File: src/rtl/iomem_timer.sv
// iomem_timer: 32-bit timer/compare on the iomem bus; IOMEM_TIMER_PRESCALER_EN adds the PRESCALE divider at 0x10.
// Latency: ready one cycle after select, one-cycle pulse; no backpressure, the master holds valid until ready.
module iomem_timer #(
    parameter logic [31:0] BASE_ADDR = 32'h0300_0000
) (
    input  logic        clk,
    input  logic        resetn,
    input  logic        iomem_valid,
    input  logic [3:0]  iomem_wstrb,
    input  logic [31:0] iomem_addr,
    input  logic [31:0] iomem_wdata,
    output logic        iomem_ready,
    output logic [31:0] iomem_rdata,
    output logic        irq
);

    logic        enable, irq_en, auto_reload, oneshot, pending;
    logic [31:0] count, compare;
    logic [31:0] rd_mux, prescale_rd;
    logic [5:0]  word;
    logic        sel, acc, wr, tick, match;
    logic        wr_ctrl, wr_count, wr_compare, wr_status;
    logic        unused_addr_bits;

    function automatic logic [31:0] merge(input logic [31:0] old, input logic [31:0] nw,
                                          input logic [3:0] be);
        logic [31:0] res;
        for (int i = 0; i < 4; i++)
            res[8*i +: 8] = be[i] ? nw[8*i +: 8] : old[8*i +: 8];
        return res;
    endfunction

    assign word             = iomem_addr[7:2];
    assign unused_addr_bits = ^iomem_addr[1:0];
    assign sel        = iomem_valid && (iomem_addr[31:8] == BASE_ADDR[31:8]);
    // acc marks the single edge where the access completes and registers update
    assign acc        = sel && !iomem_ready;
    assign wr         = acc && (iomem_wstrb != 4'b0000);
    assign wr_ctrl    = wr && (word == 6'h00);
    assign wr_count   = wr && (word == 6'h01);
    assign wr_compare = wr && (word == 6'h02);
    assign wr_status  = wr && (word == 6'h03);
    assign match      = tick && (count == compare);
    assign irq        = pending & irq_en;

`ifdef IOMEM_TIMER_PRESCALER_EN
    logic [15:0] prescale, pcnt;
    logic        wr_prescale;

    assign wr_prescale = wr && (word == 6'h04);
    assign tick        = enable && (pcnt == prescale);
    assign prescale_rd = {16'b0, prescale};

    always_ff @(posedge clk) begin
        if (!resetn) begin
            prescale <= '0;
            pcnt     <= '0;
        end else begin
            if (wr_prescale && iomem_wstrb[0]) prescale[7:0]  <= iomem_wdata[7:0];
            if (wr_prescale && iomem_wstrb[1]) prescale[15:8] <= iomem_wdata[15:8];
            if (wr_prescale || !enable || pcnt == prescale)
                pcnt <= '0;
            else
                pcnt <= pcnt + 16'd1;
        end
    end
`else
    assign tick        = enable;
    assign prescale_rd = '0;
`endif

    always_comb begin
        rd_mux = '0;
        case (word)
            6'h00:   rd_mux = {28'b0, oneshot, auto_reload, irq_en, enable};
            6'h01:   rd_mux = count;
            6'h02:   rd_mux = compare;
            6'h03:   rd_mux = {31'b0, pending};
            6'h04:   rd_mux = prescale_rd;
            default: rd_mux = '0;
        endcase
    end

    always_ff @(posedge clk) begin
        if (!resetn) begin
            iomem_ready <= 1'b0;
            iomem_rdata <= '0;
            enable      <= 1'b0;
            irq_en      <= 1'b0;
            auto_reload <= 1'b0;
            oneshot     <= 1'b0;
            pending     <= 1'b0;
            count       <= '0;
            compare     <= '0;
        end else begin
            iomem_ready <= acc;
            iomem_rdata <= acc ? rd_mux : 32'b0;

            // Bus write to CTRL outranks the oneshot self-disable
            if (wr_ctrl && iomem_wstrb[0]) begin
                enable      <= iomem_wdata[0];
                irq_en      <= iomem_wdata[1];
                auto_reload <= iomem_wdata[2];
                oneshot     <= iomem_wdata[3];
            end else if (match && oneshot) begin
                enable <= 1'b0;
            end

            if (wr_count)
                count <= merge(count, iomem_wdata, iomem_wstrb);
            else if (tick)
                count <= (match && auto_reload) ? 32'b0 : count + 32'd1;

            if (wr_compare)
                compare <= merge(compare, iomem_wdata, iomem_wstrb);

            // A match on the same edge wins over a W1C
            if (match)
                pending <= 1'b1;
            else if (wr_status && iomem_wstrb[0] && iomem_wdata[0])
                pending <= 1'b0;
        end
    end

endmodule

File: config.mk
export PLATFORM = sky130hd
export DESIGN_NAME = iomem_timer
export DESIGN_NICKNAME = d
export VERILOG_FILES = /design/src/rtl/iomem_timer.sv
export SDC_FILE = /design/constraint.sdc
export NUM_CORES = 1
export LEC_CHECK = 0
export BUFFER_PORTS_ARGS = -buffer_cell sky130_fd_sc_hd__buf_2
export CAP_MARGIN = 10
export CORE_UTILIZATION = 40
export DETAILED_ROUTE_END_ITERATION = 16
export PLACE_DENSITY = 0.73
export SKIP_CTS_REPAIR_TIMING = 1
export SYNTH_ARGS = -nofsm -noshare
export SYNTH_HDL_FRONTEND = slang
export SYNTH_SLANG_ARGS = --single-unit
File: constraint.sdc
create_clock -name clk -period 3.1 [get_ports clk]
set_input_delay 0.465 -clock clk [delete_from_list [all_inputs] [get_ports clk]]
set_output_delay 0.465 -clock clk [all_outputs]
set_load 0.005 [all_outputs]
Word-level counts from Yosys, hierarchy flattened
Index checks and enable logic that the tools add are counted.

Add/sub/neg operators: 1. Eq/ne operators: 9. Multiplexer cells: 12. Bitwise operators: 1. Reduce and logical (&&, ||, !) cells: 28.

Operator list (number): 32-bit case mux with 4 select lines (1); 32-bit two-way mux (3); 32-bit by 1-bit adder with 32-bit output (second input constant) (1); 32-bit == test (1); 8-bit two-way mux (4); 24-bit by 18-bit == test with 1-bit output (second input constant) (1); 2-bit AND reduction (9); 1-bit logical AND (13); 6-bit by 2-bit == test with 1-bit output (second input constant) (2); 2-bit != test (second input constant) (4); 6-bit by 1-bit == test with 1-bit output (second input constant) (1); 6-bit zero test (1); 2-bit nonzero test (3); 1-bit two-way mux (4); 4-bit nonzero test (1); 1-bit bitwise AND (1); 1-bit zero test (1).

Register bits after elaboration: 102. Input bits: 71. Output and inout port bits: 34.

Longest topological paths before layout
Gate-level depths: netlist of the first run.

Depth after elaboration: 9. Depth in mapped cells: 9. Depth with buffers taken out: 7.

Worst setup path after synthesis of the first run
OpenSTA, ideal clock, no wires.

Path type: register -> register. Start point: register count[1]. End point: register count[30]. Setup time: 0.070 ns. Arrival time: 2.149 ns. Data required time: 3.030 ns. Slack: 0.881 ns. Cell stages (with the launch flop): 9. Path buffers: 1. Cell sequence: dfxtp_1 ha_1 nand4_2 or3_1 clkbuf_1 or4_1 o2bb2ai_1 a21oi_1 a21oi_1.

Cells in the longest elaborated chain, start to end: 6.

RTL lines: start: declaration (line 18) `logic [31:0] count, compare;`; start signal: assignment (line 110) `count <= merge(count, iomem_wdata, iomem_wstrb);`; start signal: assignment (line 112) `count <= (match && auto_reload) ? 32'b0 : count + 32'd1;`; parallel branches: the longest is 3 deep, another holds 32-bit by 1-bit adder with 32-bit output; 32-bit two-way mux * (line 112); 32-bit two-way mux * (line 111) `else if (tick)`; 32-bit two-way mux * (line 109) `if (wr_count)`.

Mark *: on every way between the ends. The select of a mux whose other input is x is not followed. A chain may end at the register's enable or synchronous reset.

Final worst setup path of the first run
Start point: register count[1]. End point: register count[20].

The elaborated chain is that of the path after synthesis.

==> results of run 1 <==
-- worst paths after layout --
kind | startpoint | endpoint | slack, ps | cells past startpoint
worst max-delay path | count[1] | count[20] | 470 | 7
worst min-delay path | iomem_wdata[28] | compare[28] | 360 | 3
worst max register to register | count[1] | count[20] | 470 | 7
worst min register to register | pending | pending | 490 | 2
-- final cells by class --
cell class / instances / share of cell area, %
multi-input cells: 481 / 48.3
flip-flops and latches: 102 / 31.9
clock inverters: 5 / 1.66
well taps: 176 / 3.44
repair buffers: 123 / 10.6
clock buffers: 11 / 3.79
inverters: 6 / 0.351
-- metal layers --
metal | track usage, % | vias to the layer above
met1 | 31.5 | 2465
met2 | 37.6 | 238
met3 | 4.41 | 31
li1 | - | 2511
met4 | 9.05 | 0
met5 | 0 | -
-- worst register-to-register path, stage by stage, from the launching register on --
cell and delay, ps:
dfxtp_1 480, ha_1 300, nand4_2 180, or3_1 570, nor3_1 450, nor4b_1 290
a22oi_1 110, o22ai_1 180
-- flip-flops by register name (all words and copies together) (netlist names) --
name	flops
compare	32
count	32
iomem_rdata	32
auto_reload	1
enable	1
iomem_ready	1
irq_en	1
oneshot	1
pending	1
-- per-stage QoR --
stage                     instances  setup slack, ps
after floorplan                 641              881
after global placement          888              423
after detailed placement        888              399
after CTS                       904              525
after global routing            904              236
final                           904              474
-- power by group --
part / switching (mW) / internal, mW
sequential: 0.00000000118 / 1.31
clock: 0.510 / 0.813
combinational: 0.0579 / 0.0440
total: 0.568 / 2.17
-- cell families (layout without fill, tap and decap cells) --
| group | Yosys count | after routing |
|---|---|---|
| AOI/OAI and AO/OA | 133 | 133 |
| xor gates and xnor gates | 34 | 34 |
| adders and majority gates | 1 | 1 |
| muxes | 41 | 41 |
| and+or+nand+nor | 272 | 272 |
| DFF | 102 | 102 |
| buffers and inverters | 58 | 145 |
-- Yosys cell counts (3+ instances only) --
library cell / n / area, µm²
a211oi_1: 9 / 67.6
a21o_1: 3 / 22.5
a21oi_1: 29 / 145
a221oi_1: 3 / 26.3
a22oi_1: 41 / 308
a31oi_1: 3 / 18.8
and2_1: 3 / 18.8
and3_1: 6 / 37.5
buf_2: 20 / 100
clkbuf_1: 29 / 109
dfxtp_1: 102 / 2040
inv_1: 6 / 22.5
mux2i_1: 39 / 390
nand2_1: 43 / 161
nand2b_1: 20 / 125
nand3_1: 29 / 145
nand4_1: 26 / 163
nor2_1: 85 / 319
nor3_1: 14 / 70.1
nor4_1: 16 / 100
nor4_2: 4 / 50.1
o211ai_1: 3 / 22.5
o21ai_0: 14 / 70.1
o22ai_1: 7 / 43.8
or4_1: 3 / 22.5
or4_4: 3 / 33.8
xnor2_1: 30 / 263
xor2_1: 4 / 35.0
-- cell usage in the layout (no fill, tap or decap), types with 3 or more instances in the layout --
cell type / Yosys / layout
xor2_1: 4 / 4
mux2i_1: 39 / 39
nor4_1: 16 / 16
dfxtp_1: 102 / 102
a22oi_1: 41 / 41
nor3_1: 14 / 14
nor4_2: 4 / 4
and2_1: 3 / 3
a221oi_1: 3 / 3
a21oi_1: 29 / 29
nand2_1: 43 / 43
a211oi_1: 9 / 9
bufinv_16: 0 / 3
o21ai_0: 14 / 14
a31oi_1: 3 / 3
nand4_1: 26 / 26
clkbuf_16: 0 / 9
nand3_1: 29 / 29
buf_2: 20 / 102
a21o_1: 3 / 3
or4_1: 3 / 3
o211ai_1: 3 / 3
nor2_1: 85 / 85
buf_4: 2 / 20
and3_1: 6 / 6
nand2b_1: 20 / 20
inv_1: 6 / 6
or4_4: 3 / 3
xnor2_1: 30 / 30
o22ai_1: 7 / 7
==> flow_summary.toml, run 1 <==
[worst_setup_path]
required_ps = 3380
path_max_fanout = 7
crit_buf_inv = 0
start_kind = "flip-flop"
cpMaxStageDelayCell = "or3_1"
critPathMaxStageDelay_ps = 570
endpoint_kind = "flip-flop"
path_delay_family = "simple AND/OR/NAND/NOR gates"
cp.arrival_ps = 2910
cp_cell_sequence = "ha_1 > nand4_2 > or3_1 > nor3_1 > nor4b_1 > a22oi_1 > o22ai_1"
crit_type = "reg -> reg"

[grt]
grt_max_degree = 57
first_global_vias = 4875
antenna_found_initial = 0
grt.total_usage_pct = 23.6
grt_pass1_wl_um = 26000
gr-total-overflow = 0

[yosys]
synth_xor_area_share_pct = 5.53
syn_nets = 713
synth_compound_area_share_pct = 17.2
synth_edf_count = 0
synth_top_family_by_area = "simple AND/OR/NAND/NOR gates"
synthSimpleGateAreaFrac_pct = 26.4
ys_types = 63
synth_area_per_cell_um2 = 8.40
ys_seq_area_share_pct = 37.9
syn_area_um2 = 5390
yosys_warnings = 0
synthAdderAreaFrac_pct = 0.232
synth.ff_latch_count = 102
synthArstFlopShare_pct = 0
synth_ff_type = "dfxtp_1"
yosys-mux-area-fraction_pct = 7.87
synthCells = 641

[final_layout]
seqCellArea_um2 = 2040
n_antenna_cell = 0
nets = 795
fin_util_pct = 48.6
multi_input_area_um2 = 3090
layout-drive-gt1-share_pct = 21.7
syn2layout_area_growth_pct = 19.0
fill_cells = 1284
final_area_um2 = 6410

[routing]
wl_met3_um = 1280
wl_per_cell_um = 17.6
drt_wl_total_um = 15900
ant_nets = 0
viasPerCell = 5.80
firstDrtPassIters = 5
highest_layer = "met4"
drt-initial-drc-count = 519
via_count = 5245
met2WireLength_um = 7330
drt-met1-wl_um = 6900
drc = 0

[floorplan]
rows = 42
core_area_um2 = 13200
ioPinCount = 105
die_width_um = 118
dieArea_um2 = 13900
start_util_pct = 40.8
die_h_um = 118

[sta]
rsz0062_at_grt = "false"
finalSetupTns_ps = 0
hold_slack_ps = 361
min_period_ps = 2630
finalHoldViolations = 0
finClkSkew_ps = 8.68
worst_slew_pin_slew_ps = 655
setup_viol_count_final = 0
finalCritPeriodShare_pct = 84.7
slew_violations = 0
slew_headroom_pct = 56.2
max_freq_mhz = 381

[placement]
place_area_um2 = 6060
numPortBuffers = 102
routabilityCongestion = 0.937
place_hpwl_um = 11700

[clocking]
root_buffer = "clkbuf_16"
cts_tree = "yes"
h-tree-depth = 3
cts_buffers = 9
insertion_delay_ps = 360
clkTransAtPathRegs_ps = 70
cts_sinks = 102
clockBufferDepth = 2

[power_and_ir_drop]
p_leak_nw = 2.35
p_per_area_nw_per_um2 = 427
vdd_drop_max_uv = 384
power_mw = 2.73

[worst_hold_path]
hold_class = "in -> reg"

[status]
status = "finished, final reports clean"

[job]
drv_cap = 0
Power figures use the tool's default switching activity.
==> run 2, diff against run 1 <==
Settings changed: PLACE_DENSITY 0.73 to 0.75.
Clock period 3.1 ns to 2.2 ns, I/O delays scaled along.
==> run 2 against run 1 <==
  * Critical path depth unchanged
  * Largest cell class unchanged
  * Critical path type unchanged
  * Cell area increased by 14%
  * Sequential power up 40%
  * Power up 31%
  * Flip-flop and latch count did not move
==> flow_summary.toml, run 2 (synthesized netlist as in run 1, its figures left out) <==
[status]
status = "finished, final reports clean"

[routing]
highest_layer = "met4"
firstDrtPassIters = 5
drt-met1-wl_um = 7460
ant_nets = 0
wl_per_cell_um = 17.5
drc = 0
drt-initial-drc-count = 406
via_count = 5637
met2WireLength_um = 8290
viasPerCell = 5.60
drt_wl_total_um = 17600
wl_met3_um = 1400

[worst_setup_path]
endpoint_kind = "flip-flop"
path_max_fanout = 7
start_kind = "flip-flop"
cpMostUsedCell = "or4_4"
cpMaxStageDelayCell = "or4_4"
cp.arrival_ps = 2460
required_ps = 2480
crit_type = "reg -> reg"
critPathMaxStageDelay_ps = 640
cp_cell_sequence = "buf_4 > nand3_1 > or4_4 > or4_4 > nor2_2 > a22oi_1 > o221ai_2"

[clocking]
cts_tree = "yes"
clockBufferDepth = 2
h-tree-depth = 3
cts_buffers = 9
cts_sinks = 102
root_buffer = "clkbuf_16"
clkTransAtPathRegs_ps = 70
insertion_delay_ps = 360

[floorplan]
start_util_pct = 40.8
core_area_um2 = 13200
die_h_um = 118
die_width_um = 118
ioPinCount = 105
dieArea_um2 = 13900
rows = 42

[final_layout]
nets = 898
layout-drive-gt1-share_pct = 33.9
fill_cells = 1201
seqCellArea_um2 = 2060
top_regs = "compare x32, count x32, iomem_rdata x32"
layout_commonest_cell = "buf_4"
syn2layout_area_growth_pct = 35.4
n_antenna_cell = 0
mostFrequentLayoutCells = "115 x buf_4, 102 x buf_2, 91 x dfxtp_1"
fin_cells = 1007
multi_input_area_um2 = 3180

[sta]
min_period_ps = 2170
slew_violations = 0
setup_viol_count_final = 0
finalCritPeriodShare_pct = 98.9
rsz0062_at_grt = "true"
slew_headroom_pct = 66.8
finClkSkew_ps = 11.4
worst_slew_pin_slew_ps = 496
max_freq_mhz = 460
finalHoldViolations = 0
worst_slack_ps = 25.0

[power_and_ir_drop]
p_comb_share_pct = 4.5
pwr-share-seq_pct = 51.6
switching_share_pct = 22.2
p_switching_mw = 0.795
p_leak_nw = 2.88
vdd_drop_max_uv = 401
p_per_area_nw_per_um2 = 490
internal-power_mw = 2.78
pwr-share-clk_pct = 43.9

[grt]
gr-total-overflow = 0
first_global_vias = 5289
antenna_found_initial = 0
grt_max_degree = 57
grt_pass1_wl_um = 27400
grt.total_usage_pct = 25.0

[worst_hold_path]
hold_class = "in -> reg"

[placement]
place_hpwl_um = 12900
place_ws_ps = -124
numPortBuffers = 102
dp.cells = 989
routabilityCongestion = 0.955

[job]
drv_cap = 0
==> run 2: cell count changes in the layout (fill, tap and decap cells not counted), sizes merged <==
cell,delta
bufinv,-3
clkinv,-1
clkinvlp,+1
clkbuf,+3
buf,+103
==> run 2: path summary, 6_finish.rpt <==
check	start	end	slack [ps]	cells past startpoint
hold reg to reg	pending	pending	500	2
hold / removal	iomem_wdata[28]	compare[28]	220	3
setup reg to reg	count[3]	count[19]	30	7
setup / recovery	count[3]	count[19]	30	7
==> run 2: stage by stage <==
stage	hold WS (ps)	utilization [%]	setup TNS (ps)	cell area (µm²)	power, mW
3_3_place_gp	483	52.2	-1410	6880	2.04
3_5_place_dp	490	52.2	-4300	6880	2.04
4_1_cts	217	54.4	-96.7	7170	3.59
5_1_grt	217	55.3	-107	7300	3.67
6_report	224	55.3	0	7300	3.57
2_1_floorplan	459	-	0	5390	1.93
==> run 2: layout make-up <==
class / count / share of cell area (%)
Tap cell: 176 / 3.02
Timing Repair Buffer: 226 / 20.9
Multi-Input combinational cell: 481 / 43.6
Clock inverter: 2 / 0.206
Inverter: 6 / 0.309
Clock buffer: 14 / 3.76
Sequential cell: 102 / 28.2
==> run 2: routing by layer <==
metal | GRT usage [%] | vias up
met4 | 8.81 | 0
met1 | 32.7 | 2646
met3 | 6.54 | 39
li1 | - | 2708
met2 | 39.4 | 244
met5 | 0 | -
==> run 2: critical path, delay by kind of cell (launching register included) <==
family          cells  cell delay, ps
buf+inv             1             150
simple gates        4            1360
flops               1             340
compound gates      2             240
==> run 2: power by group through the flow <==
| stage | clock, mW | sequential (mW) | combinational, mW |
|---|---|---|---|
| finish | 1.57 | 1.84 | 0.161 |
| global route | 1.66 | 1.84 | 0.172 |
| detailed placement | 0 | 1.89 | 0.155 |
| global placement | 0 | 1.89 | 0.153 |
| floorplan | 0 | 1.89 | 0.0450 |
| CTS | 1.59 | 1.85 | 0.156 |
